`src/rtl/mdu_pkg.sv`:
```
// Shared MDU message layouts, requester IDs and small helpers for the MDU arbiter slice.
package mdu_pkg;

   localparam int unsigned MDU_REQ_NBITS    = 70;
   localparam int unsigned MDU_RESP_NBITS   = 35;
   localparam int unsigned MDU_FUNC_NBITS   = 6;
   localparam int unsigned MDU_OP_NBITS     = 32;
   localparam int unsigned MDU_STATUS_NBITS = 3;

   typedef enum logic {
      REQ_PROC = 1'b0,
      REQ_HOST = 1'b1
   } mdu_req_id_e;

   typedef struct packed {
      logic [MDU_FUNC_NBITS-1:0] func;
      logic [MDU_OP_NBITS-1:0]   op_a;
      logic [MDU_OP_NBITS-1:0]   op_b;
   } mdu_req_msg_t;

   typedef struct packed {
      logic [MDU_STATUS_NBITS-1:0] status;
      logic [MDU_OP_NBITS-1:0]     result;
   } mdu_resp_msg_t;

   function automatic mdu_req_id_e mdu_other_req(input mdu_req_id_e id);
      return (id == REQ_PROC) ? REQ_HOST : REQ_PROC;
   endfunction

   function automatic logic [31:0] mdu_sat_inc32(input logic [31:0] v);
      return (v == '1) ? v : v + 32'd1;
   endfunction

endpackage

```
`src/rtl/mdu_route_fifo.sv`:
```
// Route FIFO: remembers which requester owns each in-flight MDU transaction, oldest at the head.
module mdu_route_fifo
   import mdu_pkg::*;
#(
   parameter int unsigned P_DEPTH = 2
) (
   input  logic        clk,
   input  logic        reset,
   input  logic        push_en,
   input  mdu_req_id_e push_id,
   input  logic        pop_en,
   output mdu_req_id_e head_id,
   output logic        empty,
   output logic        full
);

   localparam int unsigned PTR_W = (P_DEPTH > 1) ? $clog2(P_DEPTH) : 1;
   localparam int unsigned CNT_W = $clog2(P_DEPTH) + 1;

   mdu_req_id_e      mem_q [P_DEPTH];
   mdu_req_id_e      mem_d [P_DEPTH];
   logic [PTR_W-1:0] wr_ptr_q, wr_ptr_d;
   logic [PTR_W-1:0] rd_ptr_q, rd_ptr_d;
   logic [CNT_W-1:0] cnt_q, cnt_d;
   logic             push_ok;
   logic             pop_ok;

   function automatic logic [PTR_W-1:0] ptr_next(input logic [PTR_W-1:0] p);
      return (p == PTR_W'(P_DEPTH - 1)) ? '0 : p + PTR_W'(1);
   endfunction

   assign empty   = (cnt_q == '0);
   assign full    = (cnt_q == CNT_W'(P_DEPTH));
   assign head_id = mem_q[rd_ptr_q];
   // full blocks a push even when a pop happens in the same cycle
   assign push_ok = push_en & ~full;
   assign pop_ok  = pop_en & ~empty;

   always_comb begin
      mem_d    = mem_q;
      wr_ptr_d = wr_ptr_q;
      rd_ptr_d = rd_ptr_q;
      cnt_d    = cnt_q;
      if (push_ok) begin
         mem_d[wr_ptr_q] = push_id;
         wr_ptr_d        = ptr_next(wr_ptr_q);
      end
      if (pop_ok) begin
         rd_ptr_d = ptr_next(rd_ptr_q);
      end
      case ({push_ok, pop_ok})
         2'b10:   cnt_d = cnt_q + CNT_W'(1);
         2'b01:   cnt_d = cnt_q - CNT_W'(1);
         default: cnt_d = cnt_q;
      endcase
   end

   always_ff @(posedge clk or negedge reset) begin
      if (!reset) begin
         for (int unsigned i = 0; i < P_DEPTH; i++) begin
            mem_q[i] <= REQ_PROC;
         end
         wr_ptr_q <= '0;
         rd_ptr_q <= '0;
         cnt_q    <= '0;
      end else begin
         mem_q    <= mem_d;
         wr_ptr_q <= wr_ptr_d;
         rd_ptr_q <= rd_ptr_d;
         cnt_q    <= cnt_d;
      end
   end

endmodule

```
`src/rtl/mdu_arbiter.sv`:
```
// Shares one in-order MDU between proc and host requesters with round-robin arbitration.
// Optional performance counters are enabled with `define MDU_ARBITER_PERF_EN.
module mdu_arbiter
   import mdu_pkg::*;
#(
   parameter int unsigned P_REQ_NBITS       = MDU_REQ_NBITS,
   parameter int unsigned P_RESP_NBITS      = MDU_RESP_NBITS,
   parameter int unsigned P_MAX_OUTSTANDING = 2
) (
   input  logic                    clk,
   input  logic                    reset,
   input  logic                    mdu_host_en,

   input  logic                    proc_mdureq_val,
   output logic                    proc_mdureq_rdy,
   input  logic [P_REQ_NBITS-1:0]  proc_mdureq_msg,

   output logic                    proc_mduresp_val,
   input  logic                    proc_mduresp_rdy,
   output logic [P_RESP_NBITS-1:0] proc_mduresp_msg,

   input  logic                    host_mdureq_val,
   output logic                    host_mdureq_rdy,
   input  logic [P_REQ_NBITS-1:0]  host_mdureq_msg,

   output logic                    host_mduresp_val,
   input  logic                    host_mduresp_rdy,
   output logic [P_RESP_NBITS-1:0] host_mduresp_msg,

   output logic                    mdureq_val,
   input  logic                    mdureq_rdy,
   output logic [P_REQ_NBITS-1:0]  mdureq_msg,

   input  logic                    mduresp_val,
   output logic                    mduresp_rdy,
   input  logic [P_RESP_NBITS-1:0] mduresp_msg
`ifdef MDU_ARBITER_PERF_EN
   ,
   output logic [31:0]             perf_proc_grants,
   output logic [31:0]             perf_host_grants,
   output logic [31:0]             perf_conflict_cycles
`endif
);

   mdu_req_id_e last_grant_q, last_grant_d;
   mdu_req_id_e lock_id_q, lock_id_d;
   logic        lock_q, lock_d;

   logic        run;
   logic        proc_elig;
   logic        host_elig;
   logic        grant_vld;
   mdu_req_id_e grant_id;
   logic        req_open;
   logic        req_xfer;

   logic        fifo_empty;
   logic        fifo_full;
   mdu_req_id_e route_id;
   logic        resp_open;
   logic        resp_xfer;

   // reset is active-low, so a high level means the block is operating
   assign run       = reset;
   assign proc_elig = run & proc_mdureq_val;
   assign host_elig = run & mdu_host_en & host_mdureq_val;

   // A held lock wins only while its owner is still eligible; otherwise normal round-robin.
   always_comb begin
      grant_vld = 1'b0;
      grant_id  = REQ_PROC;
      if (lock_q && (lock_id_q == REQ_PROC) && proc_elig) begin
         grant_vld = 1'b1;
         grant_id  = REQ_PROC;
      end else if (lock_q && (lock_id_q == REQ_HOST) && host_elig) begin
         grant_vld = 1'b1;
         grant_id  = REQ_HOST;
      end else if (proc_elig && host_elig) begin
         grant_vld = 1'b1;
         grant_id  = mdu_other_req(last_grant_q);
      end else if (proc_elig) begin
         grant_vld = 1'b1;
         grant_id  = REQ_PROC;
      end else if (host_elig) begin
         grant_vld = 1'b1;
         grant_id  = REQ_HOST;
      end
   end

   assign req_open        = grant_vld & ~fifo_full;
   assign req_xfer        = req_open & mdureq_rdy;
   assign mdureq_val      = req_open;
   assign mdureq_msg      = (grant_id == REQ_HOST) ? host_mdureq_msg : proc_mdureq_msg;
   assign proc_mdureq_rdy = req_open & mdureq_rdy & (grant_id == REQ_PROC);
   assign host_mdureq_rdy = req_open & mdureq_rdy & (grant_id == REQ_HOST);

   always_comb begin
      last_grant_d = last_grant_q;
      lock_d       = 1'b0;
      lock_id_d    = lock_id_q;
      if (req_xfer) begin
         last_grant_d = grant_id;
      end else if (req_open) begin
         lock_d    = 1'b1;
         lock_id_d = grant_id;
      end
   end

   always_ff @(posedge clk or negedge reset) begin
      if (!reset) begin
         last_grant_q <= REQ_HOST;
         lock_q       <= 1'b0;
         lock_id_q    <= REQ_PROC;
      end else begin
         last_grant_q <= last_grant_d;
         lock_q       <= lock_d;
         lock_id_q    <= lock_id_d;
      end
   end

   mdu_route_fifo #(
      .P_DEPTH (P_MAX_OUTSTANDING)
   ) u_route_fifo (
      .clk     (clk),
      .reset   (reset),
      .push_en (req_xfer),
      .push_id (grant_id),
      .pop_en  (resp_xfer),
      .head_id (route_id),
      .empty   (fifo_empty),
      .full    (fifo_full)
   );

   assign resp_open        = run & ~fifo_empty;
   assign proc_mduresp_val = resp_open & (route_id == REQ_PROC) & mduresp_val;
   assign host_mduresp_val = resp_open & (route_id == REQ_HOST) & mduresp_val;
   assign mduresp_rdy      = resp_open &
                             ((route_id == REQ_HOST) ? host_mduresp_rdy : proc_mduresp_rdy);
   assign proc_mduresp_msg = mduresp_msg;
   assign host_mduresp_msg = mduresp_msg;
   assign resp_xfer        = mduresp_val & mduresp_rdy;

`ifdef MDU_ARBITER_PERF_EN
   logic [31:0] perf_proc_q, perf_proc_d;
   logic [31:0] perf_host_q, perf_host_d;
   logic [31:0] perf_conf_q, perf_conf_d;

   always_comb begin
      perf_proc_d = perf_proc_q;
      perf_host_d = perf_host_q;
      perf_conf_d = perf_conf_q;
      if (req_xfer && (grant_id == REQ_PROC)) begin
         perf_proc_d = mdu_sat_inc32(perf_proc_q);
      end
      if (req_xfer && (grant_id == REQ_HOST)) begin
         perf_host_d = mdu_sat_inc32(perf_host_q);
      end
      if (proc_elig && host_elig) begin
         perf_conf_d = mdu_sat_inc32(perf_conf_q);
      end
   end

   always_ff @(posedge clk or negedge reset) begin
      if (!reset) begin
         perf_proc_q <= '0;
         perf_host_q <= '0;
         perf_conf_q <= '0;
      end else begin
         perf_proc_q <= perf_proc_d;
         perf_host_q <= perf_host_d;
         perf_conf_q <= perf_conf_d;
      end
   end

   assign perf_proc_grants     = perf_proc_q;
   assign perf_host_grants     = perf_host_q;
   assign perf_conflict_cycles = perf_conf_q;
`endif

endmodule

```
`config.mk`:
```
export PLATFORM = sky130hd
export DESIGN_NAME = mdu_arbiter
export DESIGN_NICKNAME = d
export VERILOG_FILES = /design/src/rtl/mdu_pkg.sv /design/src/rtl/mdu_route_fifo.sv /design/src/rtl/mdu_arbiter.sv
export SDC_FILE = /design/constraint.sdc
export NUM_CORES = 1
export LEC_CHECK = 0
export BUFFER_PORTS_ARGS = -buffer_cell sky130_fd_sc_hd__buf_2
export CAP_MARGIN = 15
export CORE_AREA = 2 2 128 130
export CTS_BUF_LIST = sky130_fd_sc_hd__clkbuf_4 sky130_fd_sc_hd__clkbuf_8
export DETAILED_ROUTE_END_ITERATION = 7
export DIE_AREA = 0 0 130 132
export SLEW_MARGIN = 20
export SYNTH_ARGS = -nofsm -noshare
export SYNTH_HDL_FRONTEND = slang
export SYNTH_HIERARCHICAL = 1
export SYNTH_SLANG_ARGS = --single-unit
export TNS_END_PERCENT = 30
```
`constraint.sdc`:
```
create_clock -name clk -period 5.7 [get_ports clk]
set_input_delay 0.855 -clock clk [delete_from_list [all_inputs] [get_ports clk]]
set_output_delay 0.855 -clock clk [all_outputs]
set_load 0.01 [all_outputs]
```
Word-level counts from Yosys, hierarchy flattened. Cells that the tools add are included. W data, S select, Z words.

Bitwise gates (word level): 24. Multiplexer cells: 23. Equal/unequal tests: 3. Reductions and logical operators: 9. Order comparisons: 3. Add/sub/neg operators: 4.

Operator list (count): $mux W70 (1); $mux W1 (19); $and A1 B1 Y1 (16); $logic_and A1 B1 Y1 (6); $not A1 Y1 (6); $eq A2 B2 Y1 const B (2); $ge A2 B2 Y1 const B (2); $not A1 Y2 (2); $pmux W2 S2 (1); $add A1 B1 Y1 const B (2); $add A2 B1 Y2 const B (1); $bwmux W2 (1); $eq A2 B1 Y1 const B (1); $logic_not A2 Y1 (1); $lt A2 B1 Y1 const B (1); $reduce_and A2 Y1 (1); $reduce_bool A2 Y1 (1); $sub A2 B1 Y2 const B (1); $demux W1 S1 (1).

Word-level logic and storage cells: 74. Bits in registers: 9.

Depth between registers and ports, before layout. Gate-level depths: netlist (run 1).

Word-level depth: 12. Mapped depth: 9. Gate-level depth less buffers: 9.

Hierarchy. The synthesis (run 1) kept the hierarchy.

By module, submodules not included: mdu_arbiter (instances 1, cells an instance 185, area an instance 1746.7 um2); mdu_route_fifo (instances 1, cells an instance 23, area an instance 282.8 um2).

Least setup slack after synthesis (run 1). No wires, ideal clock.

Kind: input port to output port. From: in proc_mdureq_val. To: out mdureq_msg[0]. Stages on the path: 4. Arrival: 1.991 ns. Path slack: 2.854 ns. Cell sequence: inv_1 -> o311ai_4 -> buf_6 -> mux2_2.

Word-level cells in the longest chain between the ends: 6.

RTL lines: from (decl) (line mdu_arbiter.sv:14) `input logic proc_mdureq_val,`; $and A1 B1 Y1 * (line mdu_arbiter.sv:65) `assign proc_elig = run & proc_mdureq_val;`; $mux W1 / $logic_and A1 B1 Y1 (equally long branches) (line mdu_arbiter.sv:81, mdu_arbiter.sv:78); $mux W1 (line mdu_arbiter.sv:78) `end else if (proc_elig && host_elig) begin`; $mux W1 (line mdu_arbiter.sv:75) `end else if (lock_q && (lock_id_q == REQ_HOST) && host_elig) begin`; $mux W1 * (line mdu_arbiter.sv:72) `if (lock_q && (lock_id_q == REQ_PROC) && proc_elig) begin`; $mux W70 * (line mdu_arbiter.sv:93) `assign mdureq_msg = (grant_id == REQ_HOST) ? host_mdureq_msg : proc_mdureq_msg;`; to (decl) (line mdu_arbiter.sv:32) `output logic [P_REQ_NBITS-1:0] mdureq_msg,`.

Every way passes the cells marked *; elsewhere a longest branch is shown, timed or not.

Final worst setup path (run 1).
From: in proc_mdureq_val. To: out mdureq_msg[21].

The elaborated chain is that of the path after synthesis.

==> results.ini, run 1 <==
[place]
gp_congestion = 0.730
hpwl_um = 7080
portBuffers = 224

[sta]
fin_skew_ns = 0.00341
tns_ns = 0
rsz0062_at_grt = no
worst_slew_pin_slew_ns = 0.552
min_period_ns = 3.32
period_share_pct = 58.2
slew_headroom_pct = 63.2
setup_viol = 0
drv_slew = 0
fmax_mhz = 301
hold_violations = 0

[clock_network]
numCtsBuffers = 3
path_clk_slew_ns = 0.04
cts_num_sinks = 9
insertion_delay_ns = 0.24
cts-root-buf = clkbuf_8
cts_buffer_depth = 2
postCtsHoldBufs = 0
cts_tree = done
post_cts_buffers = 0
ctsResizeCount = 0
h-tree-depth = 1

[logic_synthesis]
synth_warnings = 6
netlist_area_sq_mm = 0.00203
synth_fp_nets = 393
ys_types = 34
avgSynthCellArea_sq_um = 9.76
synth.yosys.seq_area_share_pct = 11.2
synthCells = 208
ys_ff_latch = 9

[detailed_routing]
wl_per_cell_um = 13.8
drt-pass1-iter-count = 4
ant_nets = 0
drc = 0
vias = 1971
via_per_inst = 3.42
drtIter0Drc = 31
drt_wl_total_um = 7980

[power]
p_leak_nw = 1.53
power_density_mw_per_mm2 = 165
ir_drop_mv = 0.179

[critical_path]
cpPeakStageDelay_ns = 0.49
r2r_end = u_route_fifo/cnt_q[1]
cp_common_cell = buf_2
ff2ff_path_depth = 8
path_cells = buf_2 > inv_1 > o311ai_4 > buf_4 > mux2_2 > buf_2
crit_required_ns = 4.85
end_kind = primary output
cp_slowest_cell = buf_4
worst-setup-path-type = in -> out
r2r_setup_slack_ns = 3.73
startpoint_type = input pin
r2r-start = u_route_fifo/rd_ptr_q
cp.arrival_ns = 2.46
cp_max_fo = 40

[global_routing]
grt_max_degree = 41
grt_use_total_pct = 8.40
grt_overflow = 0
antenna_found_initial = 0
grt_pass1_vias = 2031
grt_pass1_wl_um = 11000

[worst_hold_path]
holdPathStages = 1
hold_class = reg -> reg
hp-start = u_route_fifo/rd_ptr_q
min_to = u_route_fifo/rd_ptr_q

[cells_and_area]
drive_gt1_share_pct = 86.1
multi_input_area_sq_mm = 0.00118
fin_nets = 546
final_util_pct = 18.3
mostFrequentLayoutCell = buf_2
antenna_cells = 0
fill_cells = 1775
area_growth_pct = 41.7
mostFrequentLayoutCells = 224 x buf_2, 63 x mux2_2, 9 x mux2_4
seqCellArea_sq_um = 226

[die]
rows = 46
io_pins = 330
die-area_sq_mm = 0.0172
die_width_um = 130
core_area_sq_mm = 0.0157
die_h_um = 132
initial_core_util_pct = 12.9

[job]
maxCapViolCount = 0

[outcome]
status = finished clean

report_power, final:
group / switching (mW) / internal [mW] / total, mW / leakage (nW)
clock: 0.0285 / 0.0538 / 0.0822 / 0.0262
combinational: 0.123 / 0.155 / 0.278 / 1.39
sequential: 0.0225 / 0.0918 / 0.114 / 0.112
synthesized netlist by cell type (all sizes together):
cell,count,area [sq um]
inv,3,11.3
a211oi,1,7.51
mux2,73,856
nor3,2,10.0
ha,1,12.5
clkbuf,1,5.00
nand3,1,5.00
and2,3,21.3
nand2b,1,8.76
and3b,1,8.76
o311a,1,11.3
nor2,6,22.5
dfrtp,8,200
dfstp,1,26.3
xnor2,3,26.3
a21oi,3,15.0
o21ai,1,5.00
mux2i,1,10.0
nand2,3,11.3
buf,77,604
xor2,2,17.5
nor3b,3,22.5
or4bb,1,12.5
nor4b,1,8.76
and3,2,13.8
nor2b,4,25.0
a21bo,1,10.0
nand3b,2,15.0
o311ai,1,26.3
cells by family (layout without fill, tap and decap cells):
kind of cell               after synthesis  count (layout)  synth area share (%)
buffers and inverters                   81             233                  30.6
muxes                                   74              74                  42.7
AOI/OAI and AO/OA                        8               8                  3.70
xor gates and xnor gates                 5               5                  2.16
adders and majority gates                1               1                 0.616
DFF                                      9               9                  11.2
and+or+nand+nor                         30              30                  9.12
worst max-delay path, delay by kind of cell:
kind	cells	cell delay, ns
compound gates	1	0.29
buf+inv	4	0.86
mux	1	0.41
layer usage:
| layer | share of wire (%) | vias up | track usage (%) |
|---|---|---|---|
| met1 | 40 | 863 | 9.15 |
| met3 | 10 | 2 | 2.31 |
| li1 | - | 954 | - |
| met2 | 49 | 152 | 16.2 |
| met4 | 0.45 | 0 | 1.25 |
| met5 | 0 | - | 0 |
layout make-up:
| cell class | count | area share, % |
|---|---|---|
| clock buffer | 4 | 1.70 |
| timing repair buffer | 226 | 39.5 |
| multi-input combinational | 118 | 41.1 |
| tap | 216 | 9.40 |
| inverter | 3 | 0.392 |
| sequential | 9 | 7.88 |
flip-flops by register name, indices dropped and copies added, names as in the netlist:
| register | cells |
|---|---|
| u_route_fifo/rd_ptr_q | 1 |
| last_grant_q | 1 |
| u_route_fifo/wr_ptr_q | 1 |
| lock_id_q | 1 |
| lock_q | 1 |
| u_route_fifo/cnt_q | 2 |
| u_route_fifo/mem_q | 2 |
per-stage QoR:
stage                     power, mW  hold slack [ns]  area [sq um]  worst slack [ns]  instances
after CTS                     0.479            0.485          2880              2.38        576
final                         0.474            0.487          2880              2.38        576
after global routing          0.512            0.494          2880              2.28        576
after global placement        0.392            0.466          2830              2.39        572
after detailed placement      0.394            0.476          2830              2.38        572
after floorplan               0.335            0.450          2030              2.85        208
worst max path at each step:
stage               startpoint             end  depth (start not counted)
2_1_floorplan  proc_mdureq_val   mdureq_msg[0]                          4
3_3_place_gp   proc_mdureq_val  mdureq_msg[21]                          6
3_5_place_dp   proc_mdureq_val  mdureq_msg[21]                          6
4_1_cts        proc_mdureq_val  mdureq_msg[21]                          6
5_1_grt        proc_mdureq_val   mdureq_msg[4]                          6
6_report       proc_mdureq_val  mdureq_msg[21]                          6
(Power assumes the default switching activity.)
==> inputs of run 2 (changes only) <==
- ABC_AREA: unset -> 1
- clock period: 5.7 -> 3 ns (I/O delays scaled with it)
==> run 2 against run 1 <==
Compared with the run above:
- non-clock buffer count grew 2
- sequential cell count did not move
- clock power grew 80%
- global-route usage down 0.70 points
- design area down 2.0%
- count of clock-buffer cells in the layout is the same
- register-to-register slack worse by 2.5 ns
- wire length is 7.5% lower
- largest cell class is now buffers
- largest power group unchanged
==> results.ini, run 2 <==
[sta]
fmax_mhz = 421
min_period_ns = 2.37
period_share_pct = 79.1
slew_headroom_pct = 71.4  ; +8.2 points
fin_skew_ns = 0.000876  ; -0.00253 ns
tns_ns = 0  ; unchanged
worst_slew_pin_slew_ns = 0.429  ; -0.123 ns
hold_violations = 0  ; unchanged
setup_viol = 0  ; unchanged
drv_slew = 0  ; unchanged
worst_slack_ns = 0.626  ; -1.76 ns
rsz0062_at_grt = no

[global_routing]
grt_pass1_wl_um = 10700  ; -3.1%
grt_use_total_pct = 7.70  ; -0.70 points
grt_pass1_vias = 2343  ; +15%
grt_overflow = 0  ; unchanged
antenna_found_initial = 0  ; unchanged
grt_max_degree = 43  ; +4.9%

[clock_network]
cts_buffer_depth = 2  ; unchanged
cts_num_sinks = 9  ; unchanged
cts-root-buf = clkbuf_8
post_cts_buffers = 0  ; unchanged
ctsResizeCount = 0  ; unchanged
cts_tree = done
postCtsHoldBufs = 0  ; unchanged
path_clk_slew_ns = 0.04  ; about the same
numCtsBuffers = 3  ; unchanged
insertion_delay_ns = 0.23  ; about the same
h-tree-depth = 1  ; unchanged

[logic_synthesis]
post-synth-top-area-cell = nand2_1
synth-main-ff-cell = dfrtp_1
ys_types = 19  ; -44%
netlist_area_sq_mm = 0.00198  ; -2.4%
avgSynthCellArea_sq_um = 5.27  ; -46%
synth_fp_nets = 561  ; +43%
synthCells = 376  ; +81%
synth_edf_count = 0  ; unchanged
ys_ff_latch = 9  ; unchanged
synth_area_leaders = nand2_1 46%, buf_4 27%, dfrtp_1 10%
synth_top_area_share_pct = 45.7  ; +11 points
synth.most_common_cell = nand2_1
synthArstFlopShare_pct = 100  ; unchanged
synth.yosys.seq_area_share_pct = 11.4  ; +0.27 points
synth_warnings = 6  ; unchanged
yosys-top-cells-count = 241 x nand2_1, 72 x buf_4, 16 x inv_1

[outcome]
status = finished clean

[critical_path]
cpPeakStageDelay_ns = 0.35  ; -0.14 ns
cp_num_buf_inv = 3  ; -1
cp.arrival_ns = 1.92  ; -0.54 ns
path_cells = buf_2 > nand2_1 > nor2_1 > nand2_1 > nand2_2 > buf_4 > nand2_1 > nand2_1 > buf_2
cp_top_family = simple AND/OR/NAND/NOR gates
cp_slowest_cell = buf_4
crit_required_ns = 2.55  ; -2.30 ns
cp_common_cell = nand2_1
end_kind = primary output
cp_max_fo = 39  ; -2.5%
worst-setup-path-type = in -> out
startpoint_type = input pin

[cells_and_area]
drive_gt1_share_pct = 45.5  ; -41 points
mostFrequentLayoutCells = 241 x nand2_1, 224 x buf_2, 16 x inv_1
finalInstanceArea_sq_mm = 0.00282  ; -2.0%
fill_cells = 1823  ; +2.7%
antenna_cells = 0  ; unchanged
largestRegisters = u_route_fifo/cnt_q: 2 flops, u_route_fifo/mem_q: 2 flops
area_growth_pct = 42.3
fin_nets = 709  ; +30%
mostFrequentLayoutCell = nand2_1
final_util_pct = 17.9  ; -0.36 points

[die]
core_area_sq_mm = 0.0157  ; unchanged
die_width_um = 130  ; unchanged
initial_core_util_pct = 12.6  ; -0.31 points
io_pins = 330  ; unchanged
die-area_sq_mm = 0.0172  ; unchanged
rows = 46  ; unchanged
die_h_um = 132  ; unchanged

[detailed_routing]
drc = 0  ; unchanged
drtIter0Drc = 77  ; +150%
via_per_inst = 3.51  ; +2.5%
wl_per_cell_um = 9.98  ; -28%
drt-pass1-iter-count = 6  ; +2
ant_nets = 0  ; unchanged
drt_wl_total_um = 7370  ; -7.5%
vias = 2591  ; +31%

[power]
ir_drop_mv = 0.118  ; -34%
power_density_mw_per_mm2 = 301  ; +82%
p_leak_nw = 1.88  ; +23%

[place]
post-place-ws_ns = 0.572  ; -1.81 ns
portBuffers = 224  ; unchanged
dpl_cell_area_sq_mm = 0.00277  ; -2.0%
gp_congestion = 0.803  ; +10%
hpwl_um = 6290  ; -11%

[job]
maxCapViolCount = 0  ; unchanged

[worst_hold_path]
hold_class = in -> async

## run 2: per-stage QoR
step                hold WS [ns]  total power [mW]  cells
floorplan                  0.154             0.583    376
global placement           0.327             0.705    735
detailed placement         0.329             0.708    735
CTS                       0.0778             0.862    739
global route              0.0863             0.941    739
finish                    0.0764             0.848    739
## run 2: report_power, final
part | switching, mW | internal [mW]
sequential | 0.0351 | 0.168
combinational | 0.277 | 0.220
clock | 0.0464 | 0.101
## run 2: worst paths after layout
| kind | startpoint | endpoint | slack [ns] | cells after the start |
|---|---|---|---|---|
| max | reset | mdureq_msg[46] | 0.63 | 9 |
| min | reset | u_route_fifo/mem_q[0] | 0.08 | 1 |
| max reg2reg | u_route_fifo/cnt_q[1] | u_route_fifo/cnt_q[1] | 1.22 | 14 |
| min reg2reg | last_grant_q | last_grant_q | 0.47 | 2 |
| max in group asynchronous | reset | last_grant_q | 2.66 | 1 |
| min in group clk | mdureq_rdy | lock_q | 0.41 | 2 |
## run 2: worst register-to-register path, cell delays in order (launching register included)
cell     delay (ns)
dfrtp_1        0.40
inv_1          0.09
nand2_2        0.09
inv_1          0.04
inv_1          0.04
nand2_1        0.07
a21oi_1        0.16
and2_1         0.16
nand2_1        0.07
inv_1          0.06
ha_1           0.24
inv_1          0.08
nand3_1        0.07
nand2_1        0.05
nand2_1        0.05
## run 2: cells by family (layout without fill, tap and decap cells)
| logic type | after synthesis | after routing | share of synthesized area (%) |
|---|---|---|---|
| XOR/XNOR | 1 | 1 | 0.442 |
| buffers and inverters | 102 | 249 | 35.7 |
| flip-flops | 9 | 9 | 11.4 |
| AND/OR/NAND/NOR | 261 | 261 | 51.3 |
| adder cells (fa/ha/maj) | 1 | 1 | 0.632 |
| AO/OA/AOI/OAI | 2 | 2 | 0.505 |
## run 2: routing by layer
layer | vias up | GRT usage (%) | part of all wire (%)
met3 | 31 | 2.44 | 11
met1 | 1067 | 7.68 | 37
li1 | 1341 | - | -
met4 | 0 | 3.41 | 3.9
met2 | 152 | 14.3 | 48
met5 | - | 0 | 0
## run 2: cell type report
type | instances | area [sq um] | share of cell area (%)
multi-input cells | 265 | 1060 | 37.6
clock buffers | 4 | 48.8 | 1.73
inverters | 17 | 63.8 | 2.26
repair buffers | 228 | 1150 | 40.8
flip-flops and latches | 9 | 226 | 8.03
well taps | 216 | 270 | 9.59
